**config.mk**
```make
export PLATFORM = sky130hd
export DESIGN_NAME = lc3_trace_arbiter_flat
export DESIGN_NICKNAME = d
export VERILOG_FILES = /design/src/rtl/lc3_trace_pkg.sv /design/src/rtl/lc3_trace_arbiter_if.sv /design/src/rtl/lc3_trace_fifo.sv /design/src/rtl/lc3_trace_arbiter.sv /design/src/flat_wrapper.sv
export SDC_FILE = /design/constraint.sdc
export NUM_CORES = 2
export LEC_CHECK = 0
export BUFFER_PORTS_ARGS = -buffer_cell sky130_fd_sc_hd__buf_4
export CAP_MARGIN = 20
export CORE_MARGIN = 5
export CORE_UTILIZATION = 65
export CTS_CLUSTER_SIZE = 8
export DETAILED_ROUTE_END_ITERATION = 8
export PLACE_DENSITY = 0.85
export SLEW_MARGIN = 20
export SYNTH_ARGS = -nofsm -noshare
export SYNTH_HDL_FRONTEND = slang
export SYNTH_SLANG_ARGS = --single-unit
```
**constraint.sdc**
```tcl
create_clock -name clock -period 17.1 [get_ports clock]
set_input_delay 3.42 -clock clock [delete_from_list [all_inputs] [get_ports clock]]
set_output_delay 3.42 -clock clock [all_outputs]
set_load 0.02 [all_outputs]
```
**src/rtl/lc3_trace_pkg.sv**
```systemverilog
// Shared widths, entry layout helpers and stage channel map for the LC3 trace concentrator.
package lc3_trace_pkg;

    localparam int unsigned LC3_NUM_CH = 14;

    // Channel slots in pipeline stage order; slots 8..13 are spare.
    localparam int unsigned CH_FETCH      = 0;
    localparam int unsigned CH_DECODE     = 1;
    localparam int unsigned CH_EXECUTE    = 2;
    localparam int unsigned CH_MEMACCESS  = 3;
    localparam int unsigned CH_WRITEBACK  = 4;
    localparam int unsigned CH_CONTROLLER = 5;
    localparam int unsigned CH_IMEM       = 6;
    localparam int unsigned CH_DMEM       = 7;

    function automatic int unsigned ch_w(input int unsigned n);
        return (n < 32'd2) ? 32'd1 : 32'($clog2(n));
    endfunction

    // Entry layout, MSB to LSB: {channel, data, ts}.
    function automatic int unsigned entry_w(input int unsigned ch_bits,
                                            input int unsigned data_bits,
                                            input int unsigned ts_bits);
        return ch_bits + data_bits + ts_bits;
    endfunction

    function automatic int unsigned entry_data_lsb(input int unsigned ts_bits);
        return ts_bits;
    endfunction

    function automatic int unsigned entry_ch_lsb(input int unsigned data_bits,
                                                 input int unsigned ts_bits);
        return ts_bits + data_bits;
    endfunction

endpackage

```
**src/rtl/lc3_trace_arbiter_if.sv**
```systemverilog
// Producer/consumer bundle of the trace concentrator: channel inputs and drained stream.
interface lc3_trace_arbiter_if import lc3_trace_pkg::*; #(
    parameter int unsigned NUM_CH = LC3_NUM_CH,
    parameter int unsigned DATA_W = 16,
    parameter int unsigned DEPTH  = 8,
    parameter int unsigned TS_W   = 16
) ();
    localparam int unsigned CH_W  = ch_w(NUM_CH);
    localparam int unsigned CNT_W = $clog2(DEPTH + 1);

    logic [NUM_CH-1:0]        ch_valid;
    logic [NUM_CH*DATA_W-1:0] ch_data;
    logic [NUM_CH-1:0]        ch_enable;
    logic                     clear_drops;
    logic                     out_valid;
    logic                     out_ready;
    logic [CH_W-1:0]          out_ch;
    logic [DATA_W-1:0]        out_data;
    logic [TS_W-1:0]          out_ts;
    logic [CNT_W-1:0]         count;
    logic [NUM_CH-1:0]        drop_sticky;

    modport master (
        output ch_valid, ch_data, ch_enable, clear_drops, out_ready,
        input  out_valid, out_ch, out_data, out_ts, count, drop_sticky
    );

    modport slave (
        input  ch_valid, ch_data, ch_enable, clear_drops, out_ready,
        output out_valid, out_ch, out_data, out_ts, count, drop_sticky
    );
endinterface

```
**src/rtl/lc3_trace_fifo.sv**
```systemverilog
// Generic synchronous FIFO; push and pop in one cycle are both honoured, including at full.
module lc3_trace_fifo #(
    parameter int unsigned WIDTH = 36,
    parameter int unsigned DEPTH = 8
) (
    input  logic                           clock,
    input  logic                           reset_n,
    input  logic                           push,
    input  logic [WIDTH-1:0]               wdata,
    input  logic                           pop,
    output logic [WIDTH-1:0]               rdata,
    output logic                           full,
    output logic                           empty,
    output logic [$clog2(DEPTH + 1)-1:0]   count
);
    localparam int unsigned PTR_W = $clog2(DEPTH);
    localparam int unsigned CNT_W = $clog2(DEPTH + 1);

    logic [WIDTH-1:0] mem_q [DEPTH];
    logic [WIDTH-1:0] mem_d [DEPTH];
    logic [PTR_W-1:0] wr_ptr_q, wr_ptr_d;
    logic [PTR_W-1:0] rd_ptr_q, rd_ptr_d;
    logic [CNT_W-1:0] count_q, count_d;
    logic             do_push_c;
    logic             do_pop_c;

    // At full, a concurrent pop frees the slot the write pointer aliases.
    always_comb begin
        do_pop_c  = pop && (count_q != '0);
        do_push_c = push && ((count_q != CNT_W'(DEPTH)) || do_pop_c);
        mem_d     = mem_q;
        wr_ptr_d  = wr_ptr_q;
        rd_ptr_d  = rd_ptr_q;
        count_d   = count_q;
        if (do_push_c) begin
            mem_d[wr_ptr_q] = wdata;
            wr_ptr_d        = wr_ptr_q + PTR_W'(1);
        end
        if (do_pop_c) begin
            rd_ptr_d = rd_ptr_q + PTR_W'(1);
        end
        if (do_push_c && !do_pop_c) begin
            count_d = count_q + CNT_W'(1);
        end else if (!do_push_c && do_pop_c) begin
            count_d = count_q - CNT_W'(1);
        end
    end

    always_ff @(posedge clock or negedge reset_n) begin
        if (!reset_n) begin
            for (int i = 0; i < int'(DEPTH); i++) begin
                mem_q[i] <= '0;
            end
            wr_ptr_q <= '0;
            rd_ptr_q <= '0;
            count_q  <= '0;
        end else begin
            mem_q    <= mem_d;
            wr_ptr_q <= wr_ptr_d;
            rd_ptr_q <= rd_ptr_d;
            count_q  <= count_d;
        end
    end

    assign rdata = mem_q[rd_ptr_q];
    assign full  = (count_q == CNT_W'(DEPTH));
    assign empty = (count_q == '0);
    assign count = count_q;

endmodule

```
**src/rtl/lc3_trace_arbiter.sv**
```systemverilog
// N-channel trace concentrator: per-channel holding registers, round-robin grant into an
// ordered FIFO of {channel, data, timestamp}, with sticky per-channel drop flags.
module lc3_trace_arbiter import lc3_trace_pkg::*; #(
    parameter int unsigned NUM_CH = LC3_NUM_CH,
    parameter int unsigned DATA_W = 16,
    parameter int unsigned DEPTH  = 8,
    parameter int unsigned TS_W   = 16
) (
    input logic               clock,
    input logic               reset_n,
    lc3_trace_arbiter_if.slave bus
);
    localparam int unsigned CH_W     = ch_w(NUM_CH);
    localparam int unsigned CNT_W    = $clog2(DEPTH + 1);
    localparam int unsigned ENTRY_W  = entry_w(CH_W, DATA_W, TS_W);
    localparam int unsigned DATA_LSB = entry_data_lsb(TS_W);
    localparam int unsigned CH_LSB   = entry_ch_lsb(DATA_W, TS_W);

    logic [TS_W-1:0]   ts_q, ts_d;
    logic [NUM_CH-1:0] hold_full_q, hold_full_d;
    logic [DATA_W-1:0] hold_data_q [NUM_CH];
    logic [DATA_W-1:0] hold_data_d [NUM_CH];
    logic [TS_W-1:0]   hold_ts_q   [NUM_CH];
    logic [TS_W-1:0]   hold_ts_d   [NUM_CH];
    logic [CH_W-1:0]   last_grant_q, last_grant_d;
    logic [NUM_CH-1:0] drop_q, drop_d;

    logic [CH_W:0]      cand_c;
    logic               grant_found_c;
    logic [CH_W-1:0]    grant_idx_c;
    logic               grant_c;
    logic [NUM_CH-1:0]  grant_oh_c;
    logic [NUM_CH-1:0]  fire_c;
    logic               fifo_pop_c;
    logic [ENTRY_W-1:0] fifo_wdata_c;
    logic [ENTRY_W-1:0] fifo_rdata;
    logic               fifo_full;
    logic               fifo_empty;
    logic [CNT_W-1:0]   fifo_count;

    assign fire_c     = bus.ch_valid & bus.ch_enable;
    assign fifo_pop_c = !fifo_empty && bus.out_ready;

    // Round-robin search starting one past the last granted channel, with wrap.
    always_comb begin
        grant_found_c = 1'b0;
        grant_idx_c   = '0;
        cand_c        = '0;
        for (int unsigned k = 1; k <= NUM_CH; k++) begin
            cand_c = (CH_W + 1)'(last_grant_q) + (CH_W + 1)'(k);
            if (cand_c >= (CH_W + 1)'(NUM_CH)) begin
                cand_c = cand_c - (CH_W + 1)'(NUM_CH);
            end
            if (!grant_found_c && hold_full_q[cand_c[CH_W-1:0]]) begin
                grant_found_c = 1'b1;
                grant_idx_c   = cand_c[CH_W-1:0];
            end
        end
    end

    always_comb begin
        grant_c    = grant_found_c && (!fifo_full || fifo_pop_c);
        grant_oh_c = '0;
        for (int unsigned i = 0; i < NUM_CH; i++) begin
            grant_oh_c[i] = grant_c && (grant_idx_c == CH_W'(i));
        end
    end

    assign fifo_wdata_c = {grant_idx_c, hold_data_q[grant_idx_c], hold_ts_q[grant_idx_c]};

    // A channel being granted this cycle can recapture on the same edge.
    always_comb begin
        ts_d         = ts_q + TS_W'(1);
        hold_full_d  = hold_full_q;
        hold_data_d  = hold_data_q;
        hold_ts_d    = hold_ts_q;
        last_grant_d = last_grant_q;
        drop_d       = drop_q;
        if (grant_c) begin
            last_grant_d = grant_idx_c;
        end
        for (int unsigned i = 0; i < NUM_CH; i++) begin
            if (fire_c[i] && (!hold_full_q[i] || grant_oh_c[i])) begin
                hold_full_d[i] = 1'b1;
                hold_data_d[i] = bus.ch_data[i*DATA_W +: DATA_W];
                hold_ts_d[i]   = ts_q;
            end else if (grant_oh_c[i]) begin
                hold_full_d[i] = 1'b0;
            end
            drop_d[i] = (fire_c[i] && hold_full_q[i] && !grant_oh_c[i])
                      || (drop_q[i] && !bus.clear_drops);
        end
    end

    always_ff @(posedge clock or negedge reset_n) begin
        if (!reset_n) begin
            ts_q         <= '0;
            hold_full_q  <= '0;
            last_grant_q <= CH_W'(NUM_CH - 1);
            drop_q       <= '0;
            for (int i = 0; i < int'(NUM_CH); i++) begin
                hold_data_q[i] <= '0;
                hold_ts_q[i]   <= '0;
            end
        end else begin
            ts_q         <= ts_d;
            hold_full_q  <= hold_full_d;
            last_grant_q <= last_grant_d;
            drop_q       <= drop_d;
            hold_data_q  <= hold_data_d;
            hold_ts_q    <= hold_ts_d;
        end
    end

    lc3_trace_fifo #(
        .WIDTH (ENTRY_W),
        .DEPTH (DEPTH)
    ) u_fifo (
        .clock   (clock),
        .reset_n (reset_n),
        .push    (grant_c),
        .wdata   (fifo_wdata_c),
        .pop     (fifo_pop_c),
        .rdata   (fifo_rdata),
        .full    (fifo_full),
        .empty   (fifo_empty),
        .count   (fifo_count)
    );

    assign bus.out_valid   = !fifo_empty;
    assign bus.out_ch      = fifo_rdata[CH_LSB +: CH_W];
    assign bus.out_data    = fifo_rdata[DATA_LSB +: DATA_W];
    assign bus.out_ts      = fifo_rdata[TS_W-1:0];
    assign bus.count       = fifo_count;
    assign bus.drop_sticky = drop_q;

endmodule

```
**src/flat_wrapper.sv**
```systemverilog
// flat-port wrapper written by rule: the top's interface ports become plain ports
module lc3_trace_arbiter_flat import lc3_trace_pkg::*;
#(
    parameter int unsigned NUM_CH = LC3_NUM_CH,
    parameter int unsigned DATA_W = 16,
    parameter int unsigned DEPTH  = 8,
    parameter int unsigned TS_W   = 16
)
  (clock, reset_n, bus_ch_valid, bus_ch_data, bus_ch_enable, bus_clear_drops, bus_out_ready, bus_out_valid, bus_out_ch, bus_out_data, bus_out_ts, bus_count, bus_drop_sticky);
  lc3_trace_arbiter_if #(.NUM_CH(NUM_CH), .DATA_W(DATA_W), .DEPTH(DEPTH), .TS_W(TS_W)) bus_i ();
  input logic clock;
  input logic reset_n;
  input wire logic [$bits(bus_i.ch_valid)-1:0] bus_ch_valid;
  input wire logic [$bits(bus_i.ch_data)-1:0] bus_ch_data;
  input wire logic [$bits(bus_i.ch_enable)-1:0] bus_ch_enable;
  input wire logic [$bits(bus_i.clear_drops)-1:0] bus_clear_drops;
  input wire logic [$bits(bus_i.out_ready)-1:0] bus_out_ready;
  output wire logic [$bits(bus_i.out_valid)-1:0] bus_out_valid;
  output wire logic [$bits(bus_i.out_ch)-1:0] bus_out_ch;
  output wire logic [$bits(bus_i.out_data)-1:0] bus_out_data;
  output wire logic [$bits(bus_i.out_ts)-1:0] bus_out_ts;
  output wire logic [$bits(bus_i.count)-1:0] bus_count;
  output wire logic [$bits(bus_i.drop_sticky)-1:0] bus_drop_sticky;
  assign bus_i.ch_valid = bus_ch_valid;
  assign bus_i.ch_data = bus_ch_data;
  assign bus_i.ch_enable = bus_ch_enable;
  assign bus_i.clear_drops = bus_clear_drops;
  assign bus_i.out_ready = bus_out_ready;
  assign bus_out_valid = bus_i.out_valid;
  assign bus_out_ch = bus_i.out_ch;
  assign bus_out_data = bus_i.out_data;
  assign bus_out_ts = bus_i.out_ts;
  assign bus_count = bus_i.count;
  assign bus_drop_sticky = bus_i.drop_sticky;
  lc3_trace_arbiter #(.NUM_CH(NUM_CH), .DATA_W(DATA_W), .DEPTH(DEPTH), .TS_W(TS_W)) u_core (.clock(clock), .reset_n(reset_n), .bus(bus_i));
endmodule
```
==> results <==
- Among all flip-flop cells after synthesis, the most frequent one is sky130_fd_sc_hd__dfrtp_1.
- Clock-pin slew was measured on the worst setup and hold paths at 0.06 ns.
- The count of nets left with antenna violations once routing finished came out at 0.
- The share of async-settable or async-resettable flops after synthesis is 1.00.
- The post-synth design cell area is 0.0410 sq mm.
- TritonCTS built the clock tree.
- The die is 261 microns wide.
- In this run the vertical extent of the chip is 261 microns.
- A synthesized cell averages 12.3 sq um.
- The I/O pin count is 311.
- The max-slew violation count is 0.
- Buffers placed on the I/O ports in this run total 310.
- The share of post-route cells with drive strength above 1 is 0.234.
- The net count of the finished layout is 3844.
- The floorplan die area is 0.0682 sq mm.
- Setup violations remaining at the end of the flow were counted as 0.
- The starting utilization of the core area is 0.654.
- Across every metal layer, demand over resource in global routing totals 0.361.
- In this run, post-CTS repair resized a total of 0 instances.
- The net count of the mapped netlist is 3608.
- The core outline area is 0.0627 sq mm.
- The worst setup slack after placement is 7.42 ns.
- For this design, the CTS-stage hold fixing added 0 buffers.
- The smallest hold slack is 0.472 ns.
- The TritonCTS buffer count is 110.
- The number of flops mapped to enable cells by yosys is 0.
- The count of different cell masters after synthesis is 103.
- The half-perimeter wire length of the detailed placement result is 82.1 mm.
- The share of Yosys cell area claimed by the top area cell type is 0.483.
- The leftover overflow at the end of global routing is 0.
- Synthesis handed over a netlist of 3323 instances.
- The initial antenna violation count is 2.
- Synthesis inferred 794 register bits.
- The longest clock path from root to sink contains 3 buffers.
- Headroom to the max-slew limit came out at 0.248.
- The clock latency reported for the late side of the worst-skew pair is 0.68 ns.
- Across the run, the number of max-cap violations was 0.
- Buffers added to address setup during post-CTS repair amount to 0.
- For the worst setup path, the data arrival time is 10.50 ns.
- The clock tree root driver cell is sky130_fd_sc_hd__clkbuf_16.
- The area growth from synthesis to final layout is 14.0%.
- The maximum fanout along the worst path is 54.
- The congestion estimate from routability-driven global placement came to 0.937.
- The critical path is of the flop to flop type.
- The number of remaining DRC errors is 0.
- The ratio of final minimum period to clock period is 0.585.
- The number of global-route vias before repair is 31500.
- The highest clock rate is 99.9 MHz.
- In the routed layout, each cell is associated on average with a via count of 6.84.
- The flow ran to the end, and the final reports show no timing, DRC or antenna violations.
- The clock tree synthesis step divided the H-tree into 3 levels.
- The worst reg-to-reg setup slack is 7.09 ns.
- Entering global routing, the biggest net connects 197 pins.
- After layout, the worst setup slack is 7.09 ns.
- Dividing the detail-routed wire length by the instance count gives 28.2 microns.
- Row generation in the floorplan step produced 92 rows.
- The post-route core utilization is 0.745.
- The element type at the critical path end is a flop.
- At the pin with the least slew margin, the transition time is 1.10 ns.
- The routed via count is 30200.
- The wire length of the first global-routing pass is 189 mm.
- For this block, the initial DRC count from the detailed router was 3227.
- The worst setup path is launched from a flop.
- The share of the Yosys chip area taken by registers is 0.485.
- The count of yosys warnings during synthesis is 0.
- The number of optimization iterations in the first detailed-route pass is 8.
- Setup repair after global routing left no endpoint under its margin.
- Counting every sink on the clock net gives 794.
- The final hold violation count is 0.
- The setup TNS is 0 ns.
- The top cell type by total area after synthesis is sky130_fd_sc_hd__dfrtp_1.
- In the post-synthesis netlist, the biggest area contributors are sky130_fd_sc_hd__dfrtp_1 48%, sky130_fd_sc_hd__mux2_1 11%, sky130_fd_sc_hd__mux2i_1 7.7%.
- The path class of the lowest-slack min-delay path is flop to flop.
- The final layout contains routed wiring with a total length of 125 mm.
- The final critical-path required period is 10.01 ns.
- The required time at the endpoint of the critical path is 17.59 ns.
- The worst clock skew is 0.0274 ns.
-- worst max-delay path, cell delays in order, from the launching register on --
cell and delay (ns):
sky130_fd_sc_hd__dfrtp_1 0.91, sky130_fd_sc_hd__inv_1 0.35, sky130_fd_sc_hd__ha_1 1.03, sky130_fd_sc_hd__clkinv_1 0.71, sky130_fd_sc_hd__ha_1 0.63, sky130_fd_sc_hd__inv_1 0.17
sky130_fd_sc_hd__o211ai_1 0.13, sky130_fd_sc_hd__o221a_2 0.31, sky130_fd_sc_hd__o31ai_1 0.27, sky130_fd_sc_hd__a2111oi_1 0.16, sky130_fd_sc_hd__or4_1 0.71, sky130_fd_sc_hd__and2_4 0.22
sky130_fd_sc_hd__a2111o_1 0.42, sky130_fd_sc_hd__o22ai_4 0.47, sky130_fd_sc_hd__buf_4 0.78, sky130_fd_sc_hd__buf_4 0.83, sky130_fd_sc_hd__mux2i_1 0.35, sky130_fd_sc_hd__nor3_1 0.11
sky130_fd_sc_hd__a2111oi_2 0.94, sky130_fd_sc_hd__o31ai_1 0.20
-- layer usage --
| layer | GRT usage | vias up | share of wire |
|---|---|---|---|
| li1 | - | 12900 | - |
| met2 | 0.569 | 1568 | 0.47 |
| met3 | 0.0876 | 306 | 0.092 |
| met1 | 0.492 | 15500 | 0.40 |
| met4 | 0.139 | 2 | 0.040 |
| met5 | 0 | - | 0.00010 |
-- final timing paths --
check,startpoint,end,cells after the start
hold reg to reg,u_core.u_fifo.mem_q[166],u_core.u_fifo.mem_q[166],2
hold / removal,u_core.u_fifo.mem_q[166],u_core.u_fifo.mem_q[166],2
max in group asynchronous,reset_n,u_core.hold_data_q[117],4
setup / recovery,u_core.last_grant_q[1],u_core.u_fifo.mem_q[53],19
min in group asynchronous,reset_n,u_core.hold_data_q[36],1
setup reg to reg,u_core.last_grant_q[1],u_core.u_fifo.mem_q[53],19
-- Yosys cell counts (17+ instances only) --
master                     number
sky130_fd_sc_hd__nand2_1      383
sky130_fd_sc_hd__nand4_1       21
sky130_fd_sc_hd__mux2_2       141
sky130_fd_sc_hd__nor2_1        58
sky130_fd_sc_hd__o31ai_1      265
sky130_fd_sc_hd__inv_1         29
sky130_fd_sc_hd__mux2_1       401
sky130_fd_sc_hd__o22ai_2       31
sky130_fd_sc_hd__mux4_2        81
sky130_fd_sc_hd__a211oi_1      20
sky130_fd_sc_hd__a21o_1        19
sky130_fd_sc_hd__buf_2         77
sky130_fd_sc_hd__mux2i_1      314
sky130_fd_sc_hd__clkbuf_1     114
sky130_fd_sc_hd__nor3_1        38
sky130_fd_sc_hd__nand3_1       22
sky130_fd_sc_hd__xnor2_1       35
sky130_fd_sc_hd__o21ai_0       77
sky130_fd_sc_hd__buf_6         21
sky130_fd_sc_hd__ha_1          27
sky130_fd_sc_hd__a21oi_1       37
sky130_fd_sc_hd__o22ai_1       24
sky130_fd_sc_hd__a221oi_2      17
sky130_fd_sc_hd__dfrtp_1      791
-- area by class of cell --
| cell class | instances | area (sq um) |
|---|---|---|
| Tap cell | 846 | 1060 |
| Fill cell | 3863 | 16000 |
| Clock inverter | 9 | 161 |
| Multi-Input combinational cell | 2260 | 20000 |
| Sequential cell | 794 | 19900 |
| Antenna cell | 2 | 5.00 |
| Clock buffer | 114 | 2770 |
| Timing Repair Buffer | 361 | 2810 |
| Inverter | 32 | 120 |
-- state kept, by name, summed over array words and instances (netlist names) --
name,count
u_core.hold_data_q,224
u_core.u_fifo.mem_q,288
u_core.ts_q,16
u_core.u_fifo.rd_ptr_q,3
u_core.last_grant_q,4
u_core.u_fifo.count,4
u_core.bus.drop_sticky,14
u_core.hold_full_q,14
u_core.u_fifo.wr_ptr_q,3
u_core.hold_ts_q,224
-- placed cells by master, fill, tap and decap left out, types with 8 or more instances in the layout --
master,synthesis,routed
sky130_fd_sc_hd__a21o_1,19,19
sky130_fd_sc_hd__mux2i_1,314,314
sky130_fd_sc_hd__a2111oi_2,9,9
sky130_fd_sc_hd__ha_1,27,27
sky130_fd_sc_hd__inv_1,29,29
sky130_fd_sc_hd__nand3_2,4,8
sky130_fd_sc_hd__buf_4,10,354
sky130_fd_sc_hd__o211ai_1,9,9
sky130_fd_sc_hd__or2_2,10,10
sky130_fd_sc_hd__clkbuf_16,0,110
sky130_fd_sc_hd__and2_1,11,11
sky130_fd_sc_hd__xnor2_1,35,35
sky130_fd_sc_hd__o21ai_0,77,77
sky130_fd_sc_hd__nor3_1,38,38
sky130_fd_sc_hd__nand3_1,22,18
sky130_fd_sc_hd__a21oi_1,37,37
sky130_fd_sc_hd__mux2_2,141,141
sky130_fd_sc_hd__o22ai_2,31,31
sky130_fd_sc_hd__nand2_2,5,8
sky130_fd_sc_hd__mux2_1,401,401
sky130_fd_sc_hd__a211oi_1,20,20
sky130_fd_sc_hd__o22ai_1,24,23
sky130_fd_sc_hd__a221oi_2,17,17
sky130_fd_sc_hd__mux4_2,81,81
sky130_fd_sc_hd__nor2_1,58,58
sky130_fd_sc_hd__nand2b_1,14,14
sky130_fd_sc_hd__nor2b_1,14,14
sky130_fd_sc_hd__o31ai_1,265,265
sky130_fd_sc_hd__dfrtp_1,791,789
sky130_fd_sc_hd__nand4_1,21,21
sky130_fd_sc_hd__nand2_1,383,377
-- logic make-up (layout without fill, tap and decap cells) --
logic type	after synthesis	in the layout	synth area share
flip-flops	794	794	0.485
AND/OR/NAND/NOR	630	630	0.0707
XOR/XNOR	42	42	0.00915
buffers and inverters	269	516	0.0318
adder cells (fa/ha/maj)	29	29	0.00921
AO/OA/AOI/OAI	622	622	0.125
multiplexers	937	937	0.270
other	0	2	0
-- through the flow --
step,cells,area [sq um]
after floorplan,3323,41000
after global placement,4289,43700
after detailed placement,4289,43700
after CTS,4412,46700
after global routing,4417,46800
final,4418,46800
Power is not shown: default switching activity piles up to over one toggle a cycle in this logic, so the estimate is an artifact.
